**src/rtl/mips_ctrl_pkg.sv**
```systemverilog
// -----------------------------------------------------------------------------
// mips_ctrl_pkg
// Shared definitions for the MIPS control units (multicycle and single-cycle):
//   - state_t     : 4-bit multicycle FSM state encoding
//   - OP_*        : primary opcodes (instr[31:26])
//   - FN_*        : R-type funct codes (instr[5:0])
//   - ALU_*       : ALU control encodings driven to the datapath ALU
//   - aluop_t     : 2-bit ALU operation class fed to alu_decoder
//   - is_legal_op : true for every opcode the controllers implement
// -----------------------------------------------------------------------------
package mips_ctrl_pkg;

    typedef enum logic [3:0] {
        FETCH   = 4'd0,
        DECODE  = 4'd1,
        MEMADR  = 4'd2,
        MEMRD   = 4'd3,
        MEMWB   = 4'd4,
        MEMWR   = 4'd5,
        EXECUTE = 4'd6,
        ALUWB   = 4'd7,
        BRANCH  = 4'd8,
        ADDIEXE = 4'd9,
        ADDIWB  = 4'd10,
        JUMP    = 4'd11
    } state_t;

    localparam logic [5:0] OP_RTYPE = 6'b000000;
    localparam logic [5:0] OP_LW    = 6'b100011;
    localparam logic [5:0] OP_SW    = 6'b101011;
    localparam logic [5:0] OP_BEQ   = 6'b000100;
    localparam logic [5:0] OP_BNE   = 6'b000101;
    localparam logic [5:0] OP_ADDI  = 6'b001000;
    localparam logic [5:0] OP_J     = 6'b000010;

    localparam logic [5:0] FN_ADD = 6'b100000;
    localparam logic [5:0] FN_SUB = 6'b100010;
    localparam logic [5:0] FN_AND = 6'b100100;
    localparam logic [5:0] FN_OR  = 6'b100101;
    localparam logic [5:0] FN_SLT = 6'b101010;

    localparam logic [2:0] ALU_ADD = 3'b010;
    localparam logic [2:0] ALU_SUB = 3'b110;
    localparam logic [2:0] ALU_AND = 3'b000;
    localparam logic [2:0] ALU_OR  = 3'b001;
    localparam logic [2:0] ALU_SLT = 3'b111;

    typedef enum logic [1:0] {
        ALUOP_ADD   = 2'b00,
        ALUOP_SUB   = 2'b01,
        ALUOP_FUNCT = 2'b10
    } aluop_t;

    function automatic logic is_legal_op(input logic [5:0] op);
        return (op == OP_RTYPE) || (op == OP_LW)  || (op == OP_SW) ||
               (op == OP_BEQ)   || (op == OP_BNE) || (op == OP_ADDI) ||
               (op == OP_J);
    endfunction

endpackage

```
**src/rtl/multicycle_controller_if.sv**
```systemverilog
// -----------------------------------------------------------------------------
// multicycle_controller_if
// Bundle between the multicycle controller and its datapath / memory.
//   Datapath -> controller : op, funct, zero, mem_ready
//   Controller -> datapath : mem_req, memwrite, iord, irwrite, pcen, pcsrc,
//                            alusrca, alusrcb, alucontrol, regdst, memtoreg,
//                            regwrite, illegal, state (debug)
// Memory handshake: mem_req is held high for the whole access; the access
// completes in the cycle where mem_req and mem_ready are both high. mem_ready
// has no meaning while mem_req is low. memwrite is only valid alongside
// mem_req and the write commits on the mem_ready cycle.
// master = controller, slave = datapath.
// -----------------------------------------------------------------------------
interface multicycle_controller_if;
    logic [5:0] op;
    logic [5:0] funct;
    logic       zero;
    logic       mem_ready;
    logic       mem_req;
    logic       memwrite;
    logic       iord;
    logic       irwrite;
    logic       pcen;
    logic [1:0] pcsrc;
    logic       alusrca;
    logic [1:0] alusrcb;
    logic [2:0] alucontrol;
    logic       regdst;
    logic       memtoreg;
    logic       regwrite;
    logic       illegal;
    logic [3:0] state;

    modport master (
        input  op, funct, zero, mem_ready,
        output mem_req, memwrite, iord, irwrite, pcen, pcsrc, alusrca, alusrcb,
               alucontrol, regdst, memtoreg, regwrite, illegal, state
    );

    modport slave (
        output op, funct, zero, mem_ready,
        input  mem_req, memwrite, iord, irwrite, pcen, pcsrc, alusrca, alusrcb,
               alucontrol, regdst, memtoreg, regwrite, illegal, state
    );
endinterface

```
**src/rtl/multicycle_controller_alu_decoder.sv**
```systemverilog
// -----------------------------------------------------------------------------
// alu_decoder
// Combinational ALU control decode, shared with the single-cycle control unit.
//   i_aluop       : operation class (add / sub / decode from funct)
//   i_funct       : instr[5:0]
//   o_alucontrol  : 3-bit ALU control
// Unknown funct codes fall back to add.
// -----------------------------------------------------------------------------
module alu_decoder
    import mips_ctrl_pkg::*;
(
    input  aluop_t     i_aluop,
    input  logic [5:0] i_funct,
    output logic [2:0] o_alucontrol
);

    always_comb begin
        o_alucontrol = ALU_ADD;
        case (i_aluop)
            ALUOP_ADD: o_alucontrol = ALU_ADD;
            ALUOP_SUB: o_alucontrol = ALU_SUB;
            ALUOP_FUNCT: begin
                case (i_funct)
                    FN_ADD:  o_alucontrol = ALU_ADD;
                    FN_SUB:  o_alucontrol = ALU_SUB;
                    FN_AND:  o_alucontrol = ALU_AND;
                    FN_OR:   o_alucontrol = ALU_OR;
                    FN_SLT:  o_alucontrol = ALU_SLT;
                    default: o_alucontrol = ALU_ADD;
                endcase
            end
            default: o_alucontrol = ALU_ADD;
        endcase
    end

endmodule

```
**src/rtl/multicycle_controller.sv**
```systemverilog
// -----------------------------------------------------------------------------
// multicycle_controller
// Moore-style control FSM for the multicycle MIPS datapath.
//   clk      : rising-edge clock
//   reset    : synchronous, active-low
//   ctrl_bus : multicycle_controller_if.master (decode inputs, memory
//              handshake, datapath controls, debug state)
// Outputs are decoded combinationally from the state register; only
// irwrite/pcen in FETCH (mem_ready) and pcen in BRANCH (zero) look at inputs.
// While reset is low every enable/strobe is forced off so an access that is
// in flight is dropped without a write being signalled.
// -----------------------------------------------------------------------------
module multicycle_controller
    import mips_ctrl_pkg::*;
(
    input  logic                            clk,
    input  logic                            reset,
    multicycle_controller_if.master         ctrl_bus
);

    state_t     r_state;

    logic       w_mem_req;
    logic       w_memwrite;
    logic       w_iord;
    logic       w_irwrite;
    logic       w_pcen;
    logic [1:0] w_pcsrc;
    logic       w_alusrca;
    logic [1:0] w_alusrcb;
    logic       w_regdst;
    logic       w_memtoreg;
    logic       w_regwrite;
    logic       w_illegal;
    aluop_t     w_aluop;
    logic       w_alu_active;
    logic [2:0] w_alucontrol;

    // State register and next-state logic.
    always_ff @(posedge clk) begin
        if (!reset) begin
            r_state <= FETCH;
        end else begin
            case (r_state)
                FETCH:   if (ctrl_bus.mem_ready) r_state <= DECODE;
                DECODE: begin
                    case (ctrl_bus.op)
                        OP_LW, OP_SW:   r_state <= MEMADR;
                        OP_RTYPE:       r_state <= EXECUTE;
                        OP_BEQ, OP_BNE: r_state <= BRANCH;
                        OP_ADDI:        r_state <= ADDIEXE;
                        OP_J:           r_state <= JUMP;
                        default:        r_state <= FETCH;
                    endcase
                end
                // Only lw/sw reach MEMADR, so anything not sw is a load.
                MEMADR:  r_state <= (ctrl_bus.op == OP_SW) ? MEMWR : MEMRD;
                MEMRD:   if (ctrl_bus.mem_ready) r_state <= MEMWB;
                MEMWB:   r_state <= FETCH;
                MEMWR:   if (ctrl_bus.mem_ready) r_state <= FETCH;
                EXECUTE: r_state <= ALUWB;
                ALUWB:   r_state <= FETCH;
                BRANCH:  r_state <= FETCH;
                ADDIEXE: r_state <= ADDIWB;
                ADDIWB:  r_state <= FETCH;
                JUMP:    r_state <= FETCH;
                default: r_state <= FETCH;
            endcase
        end
    end

    // Output decode.
    always_comb begin
        w_mem_req    = 1'b0;
        w_memwrite   = 1'b0;
        w_iord       = 1'b0;
        w_irwrite    = 1'b0;
        w_pcen       = 1'b0;
        w_pcsrc      = 2'b00;
        w_alusrca    = 1'b0;
        w_alusrcb    = 2'b00;
        w_regdst     = 1'b0;
        w_memtoreg   = 1'b0;
        w_regwrite   = 1'b0;
        w_illegal    = 1'b0;
        w_aluop      = ALUOP_ADD;
        w_alu_active = 1'b0;
        case (r_state)
            FETCH: begin
                w_mem_req    = 1'b1;
                w_alusrcb    = 2'b01;
                w_alu_active = 1'b1;
                // IR and PC+4 load together on the cycle the fetch completes.
                w_irwrite    = ctrl_bus.mem_ready;
                w_pcen       = ctrl_bus.mem_ready;
            end
            DECODE: begin
                w_alusrcb    = 2'b11;
                w_alu_active = 1'b1;
                w_illegal    = !is_legal_op(ctrl_bus.op);
            end
            MEMADR: begin
                w_alusrca    = 1'b1;
                w_alusrcb    = 2'b10;
                w_alu_active = 1'b1;
            end
            MEMRD: begin
                w_mem_req = 1'b1;
                w_iord    = 1'b1;
            end
            MEMWB: begin
                w_memtoreg = 1'b1;
                w_regwrite = 1'b1;
            end
            MEMWR: begin
                w_mem_req  = 1'b1;
                w_memwrite = 1'b1;
                w_iord     = 1'b1;
            end
            EXECUTE: begin
                w_alusrca    = 1'b1;
                w_aluop      = ALUOP_FUNCT;
                w_alu_active = 1'b1;
            end
            ALUWB: begin
                w_regdst   = 1'b1;
                w_regwrite = 1'b1;
            end
            BRANCH: begin
                w_alusrca    = 1'b1;
                w_aluop      = ALUOP_SUB;
                w_alu_active = 1'b1;
                w_pcsrc      = 2'b01;
                w_pcen       = (ctrl_bus.op == OP_BNE) ? !ctrl_bus.zero : ctrl_bus.zero;
            end
            ADDIEXE: begin
                w_alusrca    = 1'b1;
                w_alusrcb    = 2'b10;
                w_alu_active = 1'b1;
            end
            ADDIWB: begin
                w_regwrite = 1'b1;
            end
            JUMP: begin
                w_pcsrc = 2'b10;
                w_pcen  = 1'b1;
            end
            default: ;
        endcase
    end

    alu_decoder u_alu_decoder (
        .i_aluop      (w_aluop),
        .i_funct      (ctrl_bus.funct),
        .o_alucontrol (w_alucontrol)
    );

    // Enables and strobes are gated by reset; select lines are left as decoded.
    assign ctrl_bus.mem_req    = w_mem_req  & reset;
    assign ctrl_bus.memwrite   = w_memwrite & reset;
    assign ctrl_bus.irwrite    = w_irwrite  & reset;
    assign ctrl_bus.pcen       = w_pcen     & reset;
    assign ctrl_bus.regwrite   = w_regwrite & reset;
    assign ctrl_bus.illegal    = w_illegal  & reset;
    assign ctrl_bus.iord       = w_iord;
    assign ctrl_bus.pcsrc      = w_pcsrc;
    assign ctrl_bus.alusrca    = w_alusrca;
    assign ctrl_bus.alusrcb    = w_alusrcb;
    assign ctrl_bus.regdst     = w_regdst;
    assign ctrl_bus.memtoreg   = w_memtoreg;
    // ALU control reads 000 in states that do not use the ALU.
    assign ctrl_bus.alucontrol = w_alu_active ? w_alucontrol : 3'b000;
    assign ctrl_bus.state      = r_state;

endmodule

```
**src/flat_wrapper.sv**
```systemverilog
// flat-port wrapper written by rule: the top's interface ports become plain ports
module multicycle_controller_flat import mips_ctrl_pkg::*;
  (clk, reset, ctrl_bus_op, ctrl_bus_funct, ctrl_bus_zero, ctrl_bus_mem_ready, ctrl_bus_mem_req, ctrl_bus_memwrite, ctrl_bus_iord, ctrl_bus_irwrite, ctrl_bus_pcen, ctrl_bus_pcsrc, ctrl_bus_alusrca, ctrl_bus_alusrcb, ctrl_bus_alucontrol, ctrl_bus_regdst, ctrl_bus_memtoreg, ctrl_bus_regwrite, ctrl_bus_illegal, ctrl_bus_state);
  multicycle_controller_if ctrl_bus_i ();
  input  logic clk;
  input  logic reset;
  input wire logic [$bits(ctrl_bus_i.op)-1:0] ctrl_bus_op;
  input wire logic [$bits(ctrl_bus_i.funct)-1:0] ctrl_bus_funct;
  input wire logic [$bits(ctrl_bus_i.zero)-1:0] ctrl_bus_zero;
  input wire logic [$bits(ctrl_bus_i.mem_ready)-1:0] ctrl_bus_mem_ready;
  output wire logic [$bits(ctrl_bus_i.mem_req)-1:0] ctrl_bus_mem_req;
  output wire logic [$bits(ctrl_bus_i.memwrite)-1:0] ctrl_bus_memwrite;
  output wire logic [$bits(ctrl_bus_i.iord)-1:0] ctrl_bus_iord;
  output wire logic [$bits(ctrl_bus_i.irwrite)-1:0] ctrl_bus_irwrite;
  output wire logic [$bits(ctrl_bus_i.pcen)-1:0] ctrl_bus_pcen;
  output wire logic [$bits(ctrl_bus_i.pcsrc)-1:0] ctrl_bus_pcsrc;
  output wire logic [$bits(ctrl_bus_i.alusrca)-1:0] ctrl_bus_alusrca;
  output wire logic [$bits(ctrl_bus_i.alusrcb)-1:0] ctrl_bus_alusrcb;
  output wire logic [$bits(ctrl_bus_i.alucontrol)-1:0] ctrl_bus_alucontrol;
  output wire logic [$bits(ctrl_bus_i.regdst)-1:0] ctrl_bus_regdst;
  output wire logic [$bits(ctrl_bus_i.memtoreg)-1:0] ctrl_bus_memtoreg;
  output wire logic [$bits(ctrl_bus_i.regwrite)-1:0] ctrl_bus_regwrite;
  output wire logic [$bits(ctrl_bus_i.illegal)-1:0] ctrl_bus_illegal;
  output wire logic [$bits(ctrl_bus_i.state)-1:0] ctrl_bus_state;
  assign ctrl_bus_i.op = ctrl_bus_op;
  assign ctrl_bus_i.funct = ctrl_bus_funct;
  assign ctrl_bus_i.zero = ctrl_bus_zero;
  assign ctrl_bus_i.mem_ready = ctrl_bus_mem_ready;
  assign ctrl_bus_mem_req = ctrl_bus_i.mem_req;
  assign ctrl_bus_memwrite = ctrl_bus_i.memwrite;
  assign ctrl_bus_iord = ctrl_bus_i.iord;
  assign ctrl_bus_irwrite = ctrl_bus_i.irwrite;
  assign ctrl_bus_pcen = ctrl_bus_i.pcen;
  assign ctrl_bus_pcsrc = ctrl_bus_i.pcsrc;
  assign ctrl_bus_alusrca = ctrl_bus_i.alusrca;
  assign ctrl_bus_alusrcb = ctrl_bus_i.alusrcb;
  assign ctrl_bus_alucontrol = ctrl_bus_i.alucontrol;
  assign ctrl_bus_regdst = ctrl_bus_i.regdst;
  assign ctrl_bus_memtoreg = ctrl_bus_i.memtoreg;
  assign ctrl_bus_regwrite = ctrl_bus_i.regwrite;
  assign ctrl_bus_illegal = ctrl_bus_i.illegal;
  assign ctrl_bus_state = ctrl_bus_i.state;
  multicycle_controller u_core (.clk(clk), .reset(reset), .ctrl_bus(ctrl_bus_i));
endmodule
```
**config.mk**
```make
export PLATFORM = sky130hd
export DESIGN_NAME = multicycle_controller_flat
export DESIGN_NICKNAME = d
export VERILOG_FILES = /design/src/rtl/mips_ctrl_pkg.sv /design/src/rtl/multicycle_controller_if.sv /design/src/rtl/multicycle_controller_alu_decoder.sv /design/src/rtl/multicycle_controller.sv /design/src/flat_wrapper.sv
export SDC_FILE = /design/constraint.sdc
export NUM_CORES = 1
export LEC_CHECK = 0
export ABC_AREA = 1
export CORE_MARGIN = 2
export CORE_UTILIZATION = 41
export DETAILED_ROUTE_END_ITERATION = 10
export PLACE_DENSITY = 0.85
export RECOVER_POWER = 100
export SLEW_MARGIN = 20
export SYNTH_ARGS = -nofsm -noshare
export SYNTH_HDL_FRONTEND = slang
export SYNTH_SLANG_ARGS = --single-unit
```
**constraint.sdc**
```tcl
create_clock -name clk -period 2.7 [get_ports clk]
set_clock_uncertainty 0.05 [all_clocks]
set_input_delay 0.405 -clock clk [delete_from_list [all_inputs] [get_ports clk]]
set_output_delay 0.405 -clock clk [all_outputs]
set_load 0.005 [all_outputs]
```
# After elaboration in Yosys (flattened, before gate mapping)
# Index checks and enable logic that the tools add are counted.
# totals
ff_bits,4
latchBits,0
mem_bits_rw,0
romBits,0
inputBits,16
output_inout_bits,21
word_cells,76
memories,0
# op_classes
add_sub_neg,0
n_mul,0
div_mod_pow,0
magnitude_cmp,0
eq_ne,26
n_shift,0
muxes,24
n_bitwise,6
reduce_logical,19
# op_table
op,count
equality test 6 bit (second input constant),6
one-hot mux 4 bit (7 select lines),1
one-hot mux 4 bit (5 select lines),1
equality test 4 x 3 -> 1 bit (second input constant),4
equality test 4 bit (second input constant),4
equality test 6 x 3 -> 1 bit (second input constant),2
2-to-1 mux 4 bit,3
one-hot mux 3 bit (4 select lines),1
2-to-1 mux 1 bit,11
equality test 4 x 2 -> 1 bit (second input constant),2
one-hot mux 2 bit (2 select lines),2
OR reduction 2 bit,4
AND 1 bit,6
equality test 6 x 2 -> 1 bit (second input constant),1
equality test 6 x 4 -> 1 bit (second input constant),1
zero test 6 bit,1
logical OR 1 bit,6
2-to-1 mux 3 bit,2
!= test 2 bit (second input constant),3
one-hot mux 2 bit (3 select lines),1
one-hot mux 3 bit (2 select lines),1
OR reduction 3 bit,2
OR reduction 6 bit,1
equality test 4 x 1 -> 1 bit (second input constant),1
other kinds (7),8

# Depth between registers and ports, before layout
# depth
depth_word,10
depth_mapped,10
ltp_nobuf,10

# Hierarchy
# A second synthesis with hierarchy kept.
# hier_totals
cells_unflattened,156
hier_area_um2,762.0
# by_module_without_submodules
mod,n_inst,cells_per_inst,area_each_um2,seq_area_each_um2
multicycle_controller,1,119,588.1,80.1
alu_decoder,1,37,173.9,0.0

# Least setup slack after synthesis
# No wires, ideal clock.
# synth_timing
kind,reg2out
start,"register u_core.r_state[3], in the netlist u_core.ctrl_bus.state[3]"
end,output port ctrl_bus_alucontrol[0]
t_arrival_ns,1.513
required_time_ns,2.245
path_slack_ns,0.732
stages_incl_launch_ff,10
path_buffers,0
cell_sequence,dfxtp_1 inv_1 nor2_1 inv_1 nor2_1 inv_1 ha_1 inv_1 nand3_1 a211oi_2
# synth_between
elab_chain_cells,5
elab_cells_between_ends,13
cone_classes,eq/ne: 7; mux: 4; reduce/logical: 2
# synth_lines
item,line_no,text
start: declaration,multicycle_controller.sv:21,state_t r_state;
start signal: assignment,multicycle_controller.sv:57,MEMADR: r_state <= (ctrl_bus.op == OP_SW) ? MEMWR : MEMRD;
equality test 4 bit or equality test 4 x 3 -> 1 bit (tied branches),multicycle_controller.sv:88,case (r_state)
one-hot mux 2 bit (2 select lines),multicycle_controller.sv:88,
equality test 2 bit or equality test 2 x 1 -> 1 bit (tied branches),multicycle_controller_alu_decoder.sv:19,case (i_aluop)
one-hot mux 3 bit (2 select lines),multicycle_controller_alu_decoder.sv:19,
2-to-1 mux 3 bit (*),multicycle_controller.sv:172,assign ctrl_bus.alucontrol = w_alu_active ? w_alucontrol : 3'b000;
end: declaration,flat_wrapper.sv:19,output wire logic [$bits(ctrl_bus_i.alucontrol)-1:0] ctrl_bus_alucontrol;
# Every way passes the cells marked *; elsewhere a longest branch is shown, timed or not.

# Final worst setup path
# layout_timing
start,"register u_core.r_state[3], in the netlist u_core.ctrl_bus.state[3]"
end,output port ctrl_bus_alucontrol[1]
# Same word-level chain as after synthesis.

==> out/qor.csv <==
stage,metric,value,unit
status,outcome,"finished, final reports clean",
layout,final_nets,194,
clocking,h-tree-depth,1,
pwr,p_int,0.165,mW
layout,final_cells,190,
job,maxCapViolations,0,
critical_path,required,2250,ps
synth,synth_top_area_share,18.6,%
die,die_area,1960,sq um
timing,hold_violations,0,
synth,syn_inst,134,
global_route,antenna_found_initial,0,
critical_path,slowest_delay,490,ps
synth,ys_types,18,
pwr,pwr-share-seq,27.0,%
die,initial_core_util,44.2,%
pwr,p_clk_share,29.9,%
placed_design,dpl_cell_area,1050,sq um
hold_path,hold_path.class,register to register,
drt,wl_per_cell,11.5,microns
layout,synthToLayoutAreaGrowth,60.9,%
layout,final_layout_size_suffix_gt1_share,5.17,%
drt,num_vias,984,
die,ios,37,
clocking,cts_buffers,3,
drt,drt_iter0_drc,29,
synth,yosysWarnings,0,
die,fp.dieW,44.3,microns
pwr,p_comb_share,43.1,%
layout,register_area,81.3,sq um
critical_path,critPathBufInv,6,
layout,mostFrequentLayoutCell,inv_1,
placed_design,dp_cells,187,
die,core,1510,sq um
placed_design,gp_congestion,0.852,
timing,finalCritPeriodShare,94.3,%
clocking,cts_max_path_buffers,2,
clocking,worst_skew_pair.late_latency,240,ps
timing,worst_pin_slew,307,ps
layout,multi_input_area,457,sq um
synth,synth-seq-area-share,12.0,%
critical_path,cp_max_fo,5,
critical_path,critPathMostFrequentCell,inv_1,
clocking,clock-sinks,4,
critical_path,cpLargestDelayFamily,buffers and inverters,
timing,fin_setup_tns,0,ps
synth,synth_area,666,sq um
clocking,postCtsSetupBuffers,0,
layout,stdcell_area,1070,sq um
critical_path,path_cells,"inv_1, nor2_2, inv_1, nor2_1, inv_1, ha_1, inv_1, nand3_1, nand2_1, inv_1, clkdlybuf4s50_1",
die,fp-row-count,14,
layout,layout_common_cells,"33 x inv_1, 32 x nand2_1, 23 x clkdlybuf4s50_1",
placed_design,dp_hpwl,1800,microns
drt,ant_nets,0,
pwr,p_sw_share,32.9,%
synth,synthTopCellsByArea,"inv_1 19%, nand2_1 17%, nand3_1 14%",
pwr,p_leak,0.588,nW
synth,postSynthAreaPerCell,4.97,sq um
synth,yosysTopAreaCell,inv_1,
placed_design,portBuffers,36,
global_route,grt.total_usage,23.9,%
pwr,p_per_area,230,nW/um^2
drt,drc,0,
layout,largest_register_ffs,4,
layout,fillers,144,
critical_path,worstPathArrival,2090,ps
global_route,grt_start_max_net_pins,9,
pwr,irDropWorstVdd,0.000361,V
clocking,cts_hold_buf,0,
pwr,p_switching,0.0811,mW
clocking,cts_tree,yes,
drt,dr.pass1.iters,4,
clocking,root_buffer,clkbuf_4,
global_route,grt_pass1_vias,903,
timing,period_minus_slack,2550,ps
layout,num_antenna_cells,0,
timing,relSlewSlack,79.5,%
critical_path,worst_path_max_delay_cell,clkdlybuf4s50_1,
critical_path,start_kind,register,
timing,rsz0062_at_grt,false,
die,fp.dieH,44.3,microns
critical_path,criticalPathCategory,register to primary output,
timing,slew_viol_final,0,
drt,drt-vias-per-instance,5.18,
timing,max_freq,0.393,GHz
drt,finalWirelength,2190,microns
synth,syn-num-nets,152,
global_route,grt_pass1_wl,3640,microns
critical_path,crit_path_end_kind,primary output,
synth,ys_seq_elements,4,
timing,setup_viol,0,
global_route,grt-ovfl-total,0,
clocking,clk_pin_slew,40,ps
==> worst min-delay path, cell delays in order, from the launching register on <==
cell and delay, ps:
dfxtp_1 350, nand3_1 110, a21oi_1 60
==> worst paths after layout <==
check	slack [ps]	end	depth (start not counted)	from
hold reg to reg	520	u_core.ctrl_bus.state[0]$_SDFFE_PN0P_	2	u_core.ctrl_bus.state[0]$_SDFFE_PN0P_
setup reg to reg	1270	u_core.ctrl_bus.state[2]$_SDFFE_PN0P_	8	u_core.ctrl_bus.state[3]$_SDFFE_PN0P_
hold / removal	520	u_core.ctrl_bus.state[0]$_SDFFE_PN0P_	2	u_core.ctrl_bus.state[0]$_SDFFE_PN0P_
setup / recovery	150	ctrl_bus_alucontrol[1]	11	u_core.ctrl_bus.state[3]$_SDFFE_PN0P_
==> cells by family after synthesis <==
group / count (synthesis) / synth area share (%)
adders and majority gates: 2 / 3.76
AOI/OAI and AO/OA: 14 / 12.6
and+or+nand+nor: 81 / 53.0
buffers and inverters: 33 / 18.6
DFF: 4 / 12.0
==> Yosys cell counts <==
| master | number |
|---|---|
| a211oi_2 | 1 |
| a21oi_1 | 6 |
| a31oi_1 | 1 |
| dfxtp_1 | 4 |
| ha_1 | 2 |
| inv_1 | 33 |
| nand2_1 | 31 |
| nand2_2 | 2 |
| nand3_1 | 18 |
| nand3_2 | 1 |
| nand3b_1 | 1 |
| nand4_1 | 3 |
| nor2_1 | 23 |
| nor2_2 | 1 |
| nor3_1 | 1 |
| o21ai_0 | 3 |
| o22ai_1 | 2 |
| o31ai_1 | 1 |
==> final cells by class <==
cell class	instances	area share (%)
Inverter	33	11.6
Sequential cell	4	7.59
Timing Repair Buffer	37	34.2
Multi-Input combinational cell	97	42.6
Clock buffer	3	2.10
Tap cell	16	1.87
==> routing by layer <==
metal  wire length, microns  GRT usage (%)
met5                      0              0
met4                     10           4.85
met3                    109           6.53
met2                   1100           41.8
met1                    970           29.2
==> metrics by stage <==
stage	power, mW	util [%]	hold WS [ps]	setup slack (ps)
floorplan	0.116	-	453	732
global route	0.263	71.1	574	42.6
finish	0.247	71.1	519	155
detailed placement	0.175	69.9	499	203
global placement	0.173	69.9	499	230
CTS	0.252	71.8	515	89.3
==> power groups by stage <==
stage | clock, mW | combinational, mW | sequential [mW]
global route | 0.0787 | 0.117 | 0.0675
detailed placement | 0 | 0.108 | 0.0668
global placement | 0 | 0.106 | 0.0668
finish | 0.0737 | 0.106 | 0.0667
CTS | 0.0761 | 0.110 | 0.0663
floorplan | 0 | 0.0492 | 0.0664
==> timing repair <==
item | 4_1_cts | 5_1_grt
hold endpoints to repair | 0 | 0
setup endpoints to repair | 1 | 1
resized for setup | 4 | 1
(Power assumes the default switching activity.)
